File: config.mk
export PLATFORM = sky130hd
export DESIGN_NAME = ram_port_arbiter
export DESIGN_NICKNAME = d
export VERILOG_FILES = /design/src/rtl/ram_arb_pkg.sv /design/src/rtl/ram_arb_req_reg.sv /design/src/rtl/ram_port_arbiter.sv
export SDC_FILE = /design/constraint.sdc
export NUM_CORES = 1
export LEC_CHECK = 0
export BUFFER_PORTS_ARGS = -buffer_cell sky130_fd_sc_hd__buf_4
export CAP_MARGIN = 20
export CORE_AREA = 2 2 99 101
export DETAILED_ROUTE_END_ITERATION = 10
export DIE_AREA = 0 0 101 103
export GPL_TIMING_DRIVEN = 0
export HOLD_SLACK_MARGIN = 0.02
export PLACE_DENSITY = 0.7
export SYNTH_ARGS = -nofsm -noshare
export SYNTH_HDL_FRONTEND = slang
export SYNTH_SLANG_ARGS = --single-unit
export TNS_END_PERCENT = 5
File: constraint.sdc
create_clock -name CLK -period 1.7 [get_ports CLK]
set_input_delay 0.085 -clock CLK [delete_from_list [all_inputs] [get_ports CLK]]
set_output_delay 0.085 -clock CLK [all_outputs]
set_load 0.05 [all_outputs]
File: src/rtl/ram_arb_pkg.sv
// Shared types and widths for the two-master single-port RAM arbiter.
package ram_arb_pkg;

    localparam int unsigned N_BYTES   = 4;
    localparam int unsigned ADDR_BITS = 13;
    localparam int unsigned N_BITS    = N_BYTES * 8;
    localparam int unsigned OFF_BITS  = $clog2(N_BYTES);
    localparam int unsigned ADDR_OFF  = OFF_BITS;
    localparam int unsigned MADDR_W   = 32;

    typedef enum logic [1:0] {
        IDLE,
        SERVE_I,
        SERVE_D
    } ram_arb_state_t;

    typedef enum logic {
        GNT_I,
        GNT_D
    } ram_arb_grant_t;

    // Captured request presented to the RAM port
    typedef struct packed {
        logic [ADDR_BITS-1:0] addr;
        logic [N_BITS-1:0]    wdata;
        logic [N_BYTES-1:0]   byte_en;
        logic                 ren;
        logic                 wen;
    } ram_req_t;

endpackage

File: src/rtl/ram_arb_req_reg.sv
// Captured-request register driving the RAM port; load takes a new request,
// clr drops the strobes while keeping address/data stable.
module ram_arb_req_reg
    import ram_arb_pkg::*;
(
    input  logic     clk,
    input  logic     rst_n,
    input  logic     load,
    input  logic     clr,
    input  ram_req_t d,
    output ram_req_t q
);

    // Request snapshot; load has priority over strobe clear
    always_ff @(posedge clk or negedge rst_n) begin
        if (!rst_n) begin
            q <= '0;
        end else if (load) begin
            q <= d;
        end else if (clr) begin
            q.ren <= 1'b0;
            q.wen <= 1'b0;
        end
    end

endmodule

File: src/rtl/ram_port_arbiter.sv
// Two-master (imem/dmem) arbiter in front of a single-port SRAM.
// Optional macro RAM_ARB_RR_EN: round-robin on contention instead of
// fixed dmem-over-imem priority.
module ram_port_arbiter
    import ram_arb_pkg::*;
(
    input  logic                 CLK,
    input  logic                 nRST,
    input  logic [MADDR_W-1:0]   imem_addr,
    input  logic                 imem_ren,
    output logic [N_BITS-1:0]    imem_rdata,
    output logic                 imem_busy,
    input  logic [MADDR_W-1:0]   dmem_addr,
    input  logic [N_BITS-1:0]    dmem_wdata,
    input  logic [N_BYTES-1:0]   dmem_byte_en,
    input  logic                 dmem_ren,
    input  logic                 dmem_wen,
    output logic [N_BITS-1:0]    dmem_rdata,
    output logic                 dmem_busy,
    output logic [ADDR_BITS-1:0] ram_addr,
    output logic [N_BITS-1:0]    ram_wdata,
    output logic [N_BYTES-1:0]   ram_byte_en,
    output logic                 ram_ren,
    output logic                 ram_wen,
    input  logic [N_BITS-1:0]    ram_rdata,
    input  logic                 ram_busy
);

    localparam int unsigned HI_LSB = ADDR_OFF + ADDR_BITS;

    ram_arb_state_t state;
    ram_arb_state_t state_nxt;
    ram_arb_grant_t grant;
    ram_req_t       req_sel;
    ram_req_t       req_q;
    logic           req_i;
    logic           req_d;
    logic           load;
    logic           clr;
    logic           unused_addr_bits;

    assign req_i = imem_ren;
    assign req_d = dmem_ren | dmem_wen;

    // Byte offset and address bits beyond the RAM depth are intentionally dropped
    assign unused_addr_bits = ^{imem_addr[MADDR_W-1:HI_LSB], imem_addr[ADDR_OFF-1:0],
                                dmem_addr[MADDR_W-1:HI_LSB], dmem_addr[ADDR_OFF-1:0]};

`ifdef RAM_ARB_RR_EN
    ram_arb_grant_t last_grant;

    // Contention goes to whoever was not granted last; a lone requester wins
    always_comb begin
        grant = GNT_I;
        if (req_i && req_d) begin
            grant = (last_grant == GNT_I) ? GNT_D : GNT_I;
        end else if (req_d) begin
            grant = GNT_D;
        end
    end

    // Remember the most recent grant
    always_ff @(posedge CLK or negedge nRST) begin
        if (!nRST) begin
            last_grant <= GNT_I;
        end else if (state == IDLE && (req_i || req_d)) begin
            last_grant <= grant;
        end
    end
`else
    // Fixed priority: dmem always beats imem
    always_comb begin
        grant = req_d ? GNT_D : GNT_I;
    end
`endif

    // State register
    always_ff @(posedge CLK or negedge nRST) begin
        if (!nRST) begin
            state <= IDLE;
        end else begin
            state <= state_nxt;
        end
    end

    // Next-state: grant from IDLE, return on completion or winner abort
    always_comb begin
        state_nxt = state;
        case (state)
            IDLE: begin
                if (req_i || req_d) begin
                    state_nxt = (grant == GNT_D) ? SERVE_D : SERVE_I;
                end
            end
            SERVE_I: begin
                if (!req_i || !ram_busy) begin
                    state_nxt = IDLE;
                end
            end
            SERVE_D: begin
                if (!req_d || !ram_busy) begin
                    state_nxt = IDLE;
                end
            end
            default: state_nxt = IDLE;
        endcase
    end

    // Outputs: capture selection, completion handshake, strobe clear
    always_comb begin
        imem_busy       = 1'b1;
        dmem_busy       = 1'b1;
        imem_rdata      = '0;
        dmem_rdata      = '0;
        load            = 1'b0;
        clr             = 1'b0;
        req_sel.addr    = imem_addr[ADDR_OFF +: ADDR_BITS];
        req_sel.wdata   = '0;
        req_sel.byte_en = '1;
        req_sel.ren     = 1'b1;
        req_sel.wen     = 1'b0;
        case (state)
            IDLE: begin
                load = req_i | req_d;
                if (grant == GNT_D) begin
                    req_sel.addr    = dmem_addr[ADDR_OFF +: ADDR_BITS];
                    req_sel.wdata   = dmem_wdata;
                    req_sel.byte_en = dmem_byte_en;
                    req_sel.ren     = dmem_ren & ~dmem_wen;
                    req_sel.wen     = dmem_wen;
                end
            end
            SERVE_I: begin
                if (!req_i) begin
                    clr = 1'b1;
                end else if (!ram_busy) begin
                    imem_busy  = 1'b0;
                    imem_rdata = ram_rdata;
                    clr        = 1'b1;
                end
            end
            SERVE_D: begin
                if (!req_d) begin
                    clr = 1'b1;
                end else if (!ram_busy) begin
                    dmem_busy  = 1'b0;
                    dmem_rdata = ram_rdata;
                    clr        = 1'b1;
                end
            end
            default: clr = 1'b1;
        endcase
    end

    ram_arb_req_reg u_req_reg (
        .clk   (CLK),
        .rst_n (nRST),
        .load  (load),
        .clr   (clr),
        .d     (req_sel),
        .q     (req_q)
    );

    assign ram_addr    = req_q.addr;
    assign ram_wdata   = req_q.wdata;
    assign ram_byte_en = req_q.byte_en;
    assign ram_ren     = req_q.ren;
    assign ram_wen     = req_q.wen;

endmodule

## Word-level counts from Yosys, hierarchy flattened

Index checks and enable logic that the tools add are counted.
W data, S select, Z words.

| word-level totals | value |
|---|---|
| bits in registers | 53 |
| output and inout bits | 117 |

| cells by class | value |
|---|---|
| equality and inequality tests | 5 |
| mux-type cells | 25 |
| bitwise logic cells | 4 |
| reduce and logical (&&, ||, !) cells | 9 |

Operators with widths:

| operator | count |
|---|---|
| $mux W32 | 5 |
| $mux W51 | 2 |
| $mux W2 | 6 |
| $mux W1 | 10 |
| $ne A2 B2 Y1 const B | 3 |
| $pmux W2 S3 | 1 |
| $logic_not A1 Y1 | 3 |
| $logic_or A1 B1 Y1 | 3 |
| $pmux W1 S3 | 1 |
| $reduce_and A3 Y1 | 1 |
| $eq A2 B1 Y1 const B | 1 |
| $eq A2 B2 Y1 const B | 1 |
| $logic_not A2 Y1 | 1 |
| $or A1 B1 Y1 | 2 |
| $reduce_bool A2 Y1 | 1 |
| $and A1 B1 Y1 | 1 |
| $not A1 Y1 | 1 |

## Depth between registers and ports, before layout

Gate-level depths: netlist of the first run.

| depth | value |
|---|---|
| depth after elaboration | 5 |
| mapped depth | 5 |
| mapped depth without buffers | 3 |

## Cells and area by module

A second synthesis of the first run with hierarchy kept.

| second synthesis, totals | value |
|---|---|
| cell total of the unflattened synthesis | 260 |
| area total of the unflattened synthesis | 3199.3 um2 |

By module, submodules not included:

| module | instances | cells an instance | area an instance (um2) | sequential area each (um2) |
|---|---|---|---|---|
| ram_arb_req_reg | 1 | 112 | 2144.6 | 1276.2 |
| ram_port_arbiter | 1 | 148 | 1054.8 | 50.0 |

## Worst setup path after synthesis of the first run

Ideal clock, no wire load.

| timing path | value |
|---|---|
| kind | flip-flop to output port |
| start | reg state[0] |
| end | out dmem_rdata[22] |
| arrival | 1.513 ns |
| data required time | 1.615 ns |
| path slack | 0.102 ns |
| cell stages (with the launch flop) | 5 |
| cell sequence | dfrtp_1 buf_2 nor3_2 clkbuf_1 and2_1 |

| between the ends | value |
|---|---|
| word-level cells in the longest chain between the ends | 2 |

RTL lines:

| element | RTL line | RTL |
|---|---|---|
| start, declared | ram_port_arbiter.sv:31 | `ram_arb_state_t state;` |
| start signal, assigned | ram_port_arbiter.sv:82 | `state <= state_nxt;` |
| $eq A2 B2 Y1 | ram_port_arbiter.sv:122 | `case (state)` |
| $mux W32 | ram_port_arbiter.sv:122 |  |
| end, declared | ram_port_arbiter.sv:18 | `output logic [N_BITS-1:0] dmem_rdata,` |

Every way passes these cells.

## Worst setup path in the final report of the first run

| timing path | value |
|---|---|
| start | reg state[1] |
| end | out imem_rdata[4] |

| between the ends | value |
|---|---|
| word-level cells in the longest chain between the ends | 2 |

RTL lines:

| element | RTL line | RTL |
|---|---|---|
| $eq A2 B1 Y1 | ram_port_arbiter.sv:122 |  |
| $mux W32 | ram_port_arbiter.sv:122 |  |
| end, declared | ram_port_arbiter.sv:11 | `output logic [N_BITS-1:0] imem_rdata,` |

Every way passes these cells.

==> results.toml, run 1 <==
[status]
status = "finished with violations"
failed_checks = "negative setup slack"

[synth]
synth_xor_area_share_pct = 0
postSynthAreaPerCell_um2 = 11.1
synth_ff_type = "dfrtp_1"
synth-edff-count = 0
synth-compound-area-share_pct = 21.9
synthAdderAreaFrac_pct = 0
synth_area_um2 = 2520
syn_nets = 366
synth_top_family_by_area = "compound AO/OA/AOI/OAI gates"
synth-seq-cells = 53
synthArstFlopShare_pct = 100
muxShareOfSynthArea_pct = 0
synth-simple-area-share_pct = 21.6
syn_inst = 228
ys_warn_count = 0
yosysSeqAreaShare_pct = 52.6
ys_types = 29

[floorplan]
io_pins = 255
coreArea_um2 = 9460
rows = 36
die_y_um = 103
start_util_pct = 26.7
die_area_um2 = 10400
die_x_um = 101

[clock_tree]
clock_path_buffers = 2
cts.sinks = 53
clk_latency_ps = 290
h-tree-depth = 2
cts_tree = "done"
clkTransAtPathRegs_ps = 90
clockRootBuffer = "clkbuf_8"
cts_inserted_buffers = 5

[final_layout]
syn2layout_area_growth_pct = 114
final_layout_size_suffix_gt1_share_pct = 57.7
final_util_pct = 57.1
final_common_cell = "buf_4"
diodes = 0
final_nets = 639
layout_common_cells = "164 x buf_4, 53 x dfrtp_1, 37 x dlygate4sd3_1"
fillers = 745

[timing]
skew_ps = 10.6
slew_violations = 0
finalHoldViolCount = 0
whs_ps = 95.7
period_needed_ps = 1790
fin_crit_sh_pct = 105
fmax_ghz = 0.559
worst_pin_slew_ps = 663
rsz0062_at_grt = "yes"
tns_ps = -2050
max_slew_margin_pct = 55.8
setup_viol = 38
setup_ws_ps = -88.0

[placed_design]
portBuffers = 216
gp_congestion = 0.732
hpwl_mm = 6.81

[global_routing]
met1_usage_pct = 22.2
grt_pass1_wl_mm = 13.9
grt_overflow_total = 0
grt_pass1_vias = 2771
grt_max_degree = 54
grt_use_met2_pct = 28.7
grt_antenna_before_repair = 0
grt-busiest-layer = "met2"
grt_usage_pct = 16.8
use_met3_pct = 3.39

[setup_path]
worstPathRequired_ps = 1620
cp_max_fo = 7
r2r_cells = 5
crit_end = "imem_rdata[4]"
r2r_start = "state[0]$_DFFE_PN0P_"
startpoint = "state[1]$_DFFE_PN0P_"
critical_path_class = "reg -> out"
crit_path_start_kind = "flop"
r2r-end = "u_req_reg.q[45]$_DFFE_PN0P_"
rrSetupSlack_ps = 130
endpoint_kind = "output port"
cp.arrival_ps = 1700

[pwr]
p_leak_nw = 2.66
seq_power_share_pct = 34.2
p_sw_share_pct = 41.7
power_switching_mw = 2.01
p_int_mw = 2.81
pwr-share-comb_pct = 48.8
peakVddDrop_v = 0.000496
clockPowerShare_pct = 16.9
p_per_area_nw_per_um2 = 892

[detailed_routing]
dr.pass1.iters = 4
routed_via_density = 4.67
drc = 0
vias = 2869
first_iter_violations = 82
routedWlPerCell_um = 16.7
wl_mm = 10.3
ant_nets = 0

[run]
cap_violations = 0

[min_path]
min_path_type = "in -> reg"
flip-flops by register name, summed over array words and instances (netlist names):
name / flops
state: 2
u_req_reg.q: 51
synth_stat cells (3+ instances only):
| cell | count | share of area [%] |
|---|---|---|
| nand2_1 | 4 | 0.60 |
| inv_1 | 3 | 0.45 |
| buf_2 | 14 | 2.8 |
| clkbuf_1 | 4 | 0.60 |
| dfrtp_1 | 53 | 53 |
| o22a_1 | 4 | 1.4 |
| o22ai_1 | 14 | 3.5 |
| a2bb2oi_1 | 13 | 4.5 |
| and2_1 | 65 | 16 |
| a22o_1 | 32 | 11 |
worst min-delay path by stage:
stage	slack (ps)	endpoint	cells past startpoint	startpoint
after floorplan	-210	state[0]$_DFFE_PN0P_	0	nRST
after global placement	150	u_req_reg.q[41]$_DFFE_PN0P_	1	nRST
after detailed placement	170	u_req_reg.q[41]$_DFFE_PN0P_	1	nRST
after CTS	80	u_req_reg.q[0]$_DFFE_PN0P_	3	dmem_wen
after global routing	100	u_req_reg.q[0]$_DFFE_PN0P_	3	dmem_wen
final	100	u_req_reg.q[0]$_DFFE_PN0P_	3	dmem_wen
critical path: stages, from the launching register on:
cell,delay [ps]
dfrtp_1,440
nand3b_1,250
nor2_4,160
buf_12,150
clkbuf_16,130
and2_4,140
buf_8,140
repair_timing:
item,CTS,global route
hold buffers,37,0
gates cloned,1,3
buffers inserted,5,5
gates resized for setup,83,68
pin swaps,3,20
setup endpoints to repair,66,87
endpoints found under the hold margin,89,0
area by class of cell:
type	count	area, um2	share of cell area [%]
timing repair buffer	267	2480	45.8
sequential	53	1330	24.5
multi-input combinational	154	1200	22.2
buffer	17	145	2.69
tap	114	143	2.64
clock buffer	5	68.8	1.27
clock inverter	2	35.0	0.648
inverter	3	11.3	0.208
cells by family (layout without fill, tap and decap cells):
kind of cell	after synthesis	in the layout
flops	53	53
buf+inv	21	294
compound gates	68	68
simple gates	86	86
power by group through the flow:
stage	Clock, mW	Sequential, mW	Combinational [mW]
3_3_place_gp	0	1.66	2.17
5_1_grt	0.908	1.68	2.45
4_1_cts	0.858	1.64	2.34
6_report	0.816	1.65	2.35
3_5_place_dp	0	1.66	2.20
2_1_floorplan	0	2.48	0.567
per-layer routing:
| metal | part of all wire (%) | vias up |
|---|---|---|
| li1 | - | 1366 |
| met5 | 0 | - |
| met1 | 41 | 1393 |
| met4 | 1.1 | 0 |
| met2 | 53 | 100 |
| met3 | 4.6 | 10 |
stage by stage:
| step | setup slack, ps | instances | total power [mW] | instance area, um2 |
|---|---|---|---|---|
| after floorplan | 102 | 228 | 3.05 | 2520 |
| after global placement | -96.1 | 558 | 3.83 | 4290 |
| after detailed placement | -155 | 558 | 3.86 | 4290 |
| after CTS | -115 | 608 | 4.84 | 5110 |
| after global routing | -141 | 615 | 5.04 | 5400 |
| final | -88.0 | 615 | 4.82 | 5400 |
No activity file was read; power rests on OpenSTA's default activity.
==> run 2: changes to the inputs <==
--- a/config.mk
+++ b/config.mk
@@ -7,13 +7,16 @@
 export LEC_CHECK = 0
 export BUFFER_PORTS_ARGS = -buffer_cell sky130_fd_sc_hd__buf_4
 export CAP_MARGIN = 20
-export CORE_AREA = 2 2 99 101
+export CORE_ASPECT_RATIO = 0.7
+export CORE_MARGIN = 1
+export CORE_UTILIZATION = 35
 export DETAILED_ROUTE_END_ITERATION = 10
-export DIE_AREA = 0 0 101 103
 export GPL_TIMING_DRIVEN = 0
 export HOLD_SLACK_MARGIN = 0.02
-export PLACE_DENSITY = 0.7
+export PLACE_DENSITY = 0.79
+export REMOVE_ABC_BUFFERS = 1
 export SYNTH_ARGS = -nofsm -noshare
 export SYNTH_HDL_FRONTEND = slang
+export SYNTH_HIERARCHICAL = 1
 export SYNTH_SLANG_ARGS = --single-unit
 export TNS_END_PERCENT = 5
==> run 2 against run 1 <==
The flow still finishes with violations (negative setup slack). Register-to-register slack got worse by 170 ps. Area after synthesis increased by 27%. Core utilization increased by 6.5 points. Via count decreased by 2.7%. Synthesized cell count increased by 14%. Sequential share of layout area decreased by 0.40 points. Clock skew decreased by 4.9 ps. Sequential power about the same. Largest power group unchanged.
==> results.toml, run 2 <==
[synth]
netlist.area_leader.share_pct = 41.5
synth-edff-count = 0
yosysSeqAreaShare_pct = 41.5
syn_inst = 260
synth_ff_type = "dfrtp_1"
ys_types = 25
ys_top_cells_by_area = "dfrtp_1 41%, mux2_4 23%, and2_1 19%, mux2_2 4.6%, buf_12 2.5%"
synthTopCellsByCount = "95 x and2_1, 53 x dfrtp_1, 48 x mux2_4"
postSynthAreaPerCell_um2 = 12.3
synthArstFlopShare_pct = 100
synth-seq-cells = 53
yosysTopAreaCell = "dfrtp_1"
synth_area_um2 = 3200
yosysMostFrequentCell = "and2_1"
ys_warn_count = 6

[setup_path]
critical_path_class = "reg -> reg"
endpoint_kind = "flop"
cp_max_fo = 26
crit_path_start_kind = "flop"
worstPathRequired_ps = 1870
cp.arrival_ps = 1910

[pwr]
p_per_area_nw_per_um2 = 968
peakVddDrop_v = 0.000597
total_power_mw = 5.32
p_leak_nw = 2.83

[final_layout]
top_regs = "u_req_reg/q (51), state (2)"
final_nets = 625
final_common_cell = "buf_4"
final_layout_size_suffix_gt1_share_pct = 66.8
largest_reg_flops = 51
syn2layout_area_growth_pct = 72.0
final_area_um2 = 5500
max_flop_register = "u_req_reg/q"
final_util_pct = 63.6
diodes = 0
layout_common_cells = "181 x buf_4, 85 x and2_1, 51 x dfrtp_1"

[floorplan]
coreArea_um2 = 8650
rows = 28
die_y_um = 82.0
die_x_um = 116
die_area_um2 = 9530
io_pins = 255
start_util_pct = 37.0

[timing]
period_needed_ps = 1740
finalHoldViolCount = 0
fmax_ghz = 0.576
setup_ws_ps = -37.4
rsz0062_at_grt = "yes"
slew_violations = 0
fin_crit_sh_pct = 102
setup_viol = 34
max_slew_margin_pct = 55.2
skew_ps = 5.76
tns_ps = -652
whs_ps = 119
worst_pin_slew_ps = 673

[clock_tree]
clk_latency_ps = 290
cts_inserted_buffers = 5
clkTransAtPathRegs_ps = 70
cts.sinks = 53
cts_tree = "done"
h-tree-depth = 2
clock_path_buffers = 2
clockRootBuffer = "clkbuf_16"

[detailed_routing]
drc = 0
wl_mm = 10.3
routedWlPerCell_um = 17.0
ant_nets = 0
routed_via_density = 4.59
vias = 2792
first_iter_violations = 74
dr.pass1.iters = 4

[placed_design]
portBuffers = 216
hpwl_mm = 6.54
placed_area_um2 = 4830
gp_congestion = 0.763

[global_routing]
grt_overflow_total = 0
grt_antenna_before_repair = 0
grt_max_degree = 54
grt_usage_pct = 19.9
grt_pass1_wl_mm = 14.4
grt_pass1_vias = 2764

[run]
cap_violations = 0

[status]
failed_checks = "negative setup slack"
status = "finished with violations"

[min_path]
min_path_type = "in -> reg"
[run 2: changes by cell type after synthesis, moves of 5 or more]
| cell | before | now |
|---|---|---|
| a22o_1 | 32 | 0 |
| a2bb2oi_1 | 13 | 0 |
| and2_1 | 65 | 95 |
| buf_2 | 14 | 0 |
| buf_6 | 0 | 5 |
| clkbuf_2 | 0 | 6 |
| mux2_2 | 0 | 13 |
| mux2_4 | 0 | 48 |
| o22ai_1 | 14 | 0 |
[run 2: metrics by stage]
stage / setup WS (ps) / cells
after floorplan: -1480 / 242
after global placement: -2150 / 578
after detailed placement: -706 / 580
after CTS: -11.7 / 608
after global routing: -87.0 / 608
final: -37.4 / 608
[run 2: where the power goes]
part           internal [mW]  total, mW  leakage [nW]  switching (mW)
logic                   1.07       2.58          2.08            1.51
registers               1.50       1.65         0.664           0.153
clock network          0.633       1.09        0.0805           0.459
[run 2: final timing paths]
check	start	to	slack, ps	cells after the start
min	dmem_byte_en[2]	u_req_reg/q[4]$_DFFE_PN0P_	120	3
max	state[0]$_DFFE_PN0P_	u_req_reg/q[46]$_DFFE_PN0P_	-40	4
max reg2reg	state[0]$_DFFE_PN0P_	u_req_reg/q[46]$_DFFE_PN0P_	-40	4
min reg2reg	u_req_reg/q[7]$_DFFE_PN0P_	u_req_reg/q[7]$_DFFE_PN0P_	510	1
max in group asynchronous	nRST	state[1]$_DFFE_PN0P_	840	2
min in group asynchronous	nRST	u_req_reg/q[31]$_DFFE_PN0P_	380	2
[run 2: kinds of logic (layout without fill, tap and decap cells)]
kind of cell | after synthesis | in the layout | share of synthesized area (%)
AO/OA/AOI/OAI | 7 | 8 | 1.33
AND/OR/NAND/NOR | 115 | 118 | 23.3
buffers and inverters | 23 | 247 | 6.49
multiplexers | 62 | 62 | 27.5
flip-flops | 53 | 53 | 41.5
[run 2: worst max-delay path: stages, from the launching register on]
cell and delay, ps:
dfrtp_2 460, nor2_1 320, o31a_4 260, buf_12 230
mux2_4 330
[run 2: routing by layer]
| layer | share of wire (%) | track usage [%] | vias to the layer above |
|---|---|---|---|
| li1 | - | - | 1312 |
| met1 | 44 | 27.0 | 1368 |
| met2 | 51 | 33.3 | 102 |
| met3 | 4.6 | 3.32 | 10 |
| met4 | 1.2 | 4.74 | 0 |
| met5 | 0 | 0 | - |
[run 2: cell type report]
type | count | area, um2
fillers | 681 | 3150
repair buffers | 234 | 2070
multi-input cells | 188 | 1770
flip-flops and latches | 53 | 1330
clock buffers | 7 | 153
well taps | 120 | 150
inverters | 5 | 18.8
clock inverters | 1 | 8.76
[run 2: what timing repair did]
item / 4_1_cts / 5_1_grt
hold buffers: 1 / 0
endpoints found under the setup margin: 115 / 105
gates cloned: 5 / 0
endpoints found under the hold margin: 53 / 0
pin swaps: 5 / 8
buffers inserted: 14 / 0
gates resized for setup: 25 / 50
==> run 3: changes to the inputs <==
--- a/config.mk
+++ b/config.mk
@@ -7,13 +7,12 @@
 export LEC_CHECK = 0
 export BUFFER_PORTS_ARGS = -buffer_cell sky130_fd_sc_hd__buf_4
 export CAP_MARGIN = 20
-export CORE_ASPECT_RATIO = 0.7
-export CORE_MARGIN = 1
-export CORE_UTILIZATION = 35
+export CORE_AREA = 2 2 99 101
 export DETAILED_ROUTE_END_ITERATION = 10
+export DIE_AREA = 0 0 101 103
 export GPL_TIMING_DRIVEN = 0
 export HOLD_SLACK_MARGIN = 0.02
-export PLACE_DENSITY = 0.79
+export PLACE_DENSITY = 0.78
 export REMOVE_ABC_BUFFERS = 1
 export SYNTH_ARGS = -nofsm -noshare
 export SYNTH_HDL_FRONTEND = slang
==> run 3 against run 2 <==
The run still ends with negative setup slack left. First-iteration DRC count is 26% lower. Register-to-register slack hardly changed. Die area is 9.1% higher. Combinational power hardly changed. Design area is 0.64% lower. Sequential cell count stayed put. Worst hold slack worse by 20 ps. Clock power is 35% lower. Fmax is 0.61% higher. Critical path depth is 1 higher. Largest power group unchanged. Highest routed layer unchanged.
==> results.toml, run 3 (same netlist as run 2, synthesis figures left out) <==
[setup_path]
critical_path_class = "reg -> reg"
endpoint_kind = "flop"
startpoint = "state[0]$_DFFE_PN0P_"
r2r_cells = 5
r2r-end = "u_req_reg/q[8]$_DFFE_PN0P_"
rrSetupSlack_ps = -30
r2r_start = "state[0]$_DFFE_PN0P_"
cp_max_fo = 20
crit_end = "u_req_reg/q[8]$_DFFE_PN0P_"
cp.arrival_ps = 1910
worstPathRequired_ps = 1890
crit_path_start_kind = "flop"

[detailed_routing]
routed_via_density = 4.70
ant_nets = 0
first_iter_violations = 55
wl_mm = 10.1
dr.pass1.iters = 4
highest_layer = "met4"
m1WireLength_mm = 3.73
vias = 2822
wl_met2_mm = 5.25
routedWlPerCell_um = 16.8
drc = 0
wl_met3_um = 897

[floorplan]
start_util_pct = 33.8
io_pins = 255
die_y_um = 103
rows = 36
die_area_um2 = 10400
coreArea_um2 = 9460
die_x_um = 101

[global_routing]
grt_pass1_vias = 2850
grt_antenna_before_repair = 1
grt_pass1_wl_mm = 13.8
grt_overflow_total = 0
grt_max_degree = 54
grt_usage_pct = 16.9

[placed_design]
hpwl_mm = 6.85
gp_congestion = 0.738
placed_area_um2 = 4870
portBuffers = 216

[timing]
period_needed_ps = 1730
skew_ps = 3.96
rsz0062_at_grt = "yes"
slew_violations = 0
fmax_ghz = 0.579
max_slew_margin_pct = 55.3
setup_ws_ps = -26.8
finalHoldViolCount = 0
setup_viol = 23
fin_crit_sh_pct = 102
worst_pin_slew_ps = 671

[clock_tree]
clk_latency_ps = 300
cts_tree = "done"
cts.sinks = 53
cts_inserted_buffers = 5
clkTransAtPathRegs_ps = 100
clockRootBuffer = "clkbuf_8"
clock_path_buffers = 2
h-tree-depth = 2

[pwr]
p_leak_nw = 2.78
peakVddDrop_v = 0.000387
p_per_area_nw_per_um2 = 898

[final_layout]
syn2layout_area_growth_pct = 70.9
final_util_pct = 57.8
final_area_um2 = 5470
max_flop_register = "u_req_reg/q"
top_regs = "u_req_reg/q (51), state (2)"
final_layout_size_suffix_gt1_share_pct = 67.0
final_common_cell = "buf_4"
multi_input_area_um2 = 1750
fillers = 739
layout_common_cells = "163 x buf_4, 81 x and2_1, 51 x dfrtp_1"
layout.area.seq_um2 = 1330
final_nets = 622
largest_reg_flops = 51

[run]
cap_violations = 0

[min_path]
min_path_type = "in -> reg"

[status]
failed_checks = "negative setup slack"
status = "finished with violations"
==> run 3: cell types whose count changed in the layout (fill, tap and decap cells not counted), moves of 2 or more <==
cell | previous run | this run
buf_4 | 181 | 163
buf_6 | 35 | 49
clkbuf_16 | 6 | 0
and2_1 | 85 | 81
and2_4 | 10 | 14
buf_8 | 10 | 13
clkbuf_8 | 2 | 5
buf_16 | 0 | 2
clkinvlp_4 | 0 | 2
diode_2 | 0 | 2
==> run 3: critical path, cell delays in order (launching register included) <==
cell and delay, ps:
dfrtp_2 460, nor2_1 210, o31a_4 210, buf_16 180
buf_12 210, mux2_4 320
==> run 3: timing repair <==
item                                   CTS  global route
setup endpoints to repair              115            92
endpoints found under the hold margin   53             0
hold buffers                             1             0
pin swaps                                5             9
setup buffers                           12             0
gates resized for setup                 27            70
gates cloned                             2             0
==> run 3: through the flow <==
step | TNS, ps | hold WS (ps) | instances | total power [mW] | setup WS [ps]
global route | -5000 | 80.2 | 600 | 5.13 | -108
floorplan | -75020 | -211 | 242 | 3.28 | -1480
CTS | -800 | 86.6 | 599 | 4.92 | -38.7
global placement | -111940 | 162 | 572 | 4.06 | -2110
finish | -288 | 99.4 | 601 | 4.91 | -26.8
detailed placement | -26460 | 174 | 576 | 4.11 | -552
==> run 3: worst min path at each step <==
stage / from / to / slack, ps / cells past startpoint
final: dmem_byte_en[3] / u_req_reg/q[5]$_DFFE_PN0P_ / 100 / 3
after CTS: dmem_byte_en[3] / u_req_reg/q[5]$_DFFE_PN0P_ / 90 / 3
after floorplan: nRST / state[0]$_DFFE_PN0P_ / -210 / 0
after detailed placement: nRST / u_req_reg/q[20]$_DFFE_PN0P_ / 170 / 1
after global routing: dmem_byte_en[0] / u_req_reg/q[2]$_DFFE_PN0P_ / 80 / 3
after global placement: nRST / u_req_reg/q[25]$_DFFE_PN0P_ / 160 / 1
==> run 3: area by class of cell <==
type | count | area share (%)
clock buffer | 6 | 1.33
multi-input combinational | 186 | 32.0
timing repair buffer | 233 | 39.1
inverter | 5 | 0.343
antenna | 2 | 0.0915
clock inverter | 2 | 0.275
tap | 114 | 2.61
sequential | 53 | 24.3
==> run 3: power by group <==
| part | switching, mW | leakage, nW | internal, mW | total (mW) |
|---|---|---|---|---|
| clock | 0.415 | 0.0374 | 0.291 | 0.707 |
| sequential | 0.138 | 0.664 | 1.50 | 1.63 |
| combinational | 1.50 | 2.08 | 1.07 | 2.57 |
==> run 3: per-layer routing <==
layer	vias to the layer above	global-route usage, %
li1	1303	-
met1	1369	18.1
met2	136	31.5
met3	14	5.02
met4	0	5.93
met5	-	0
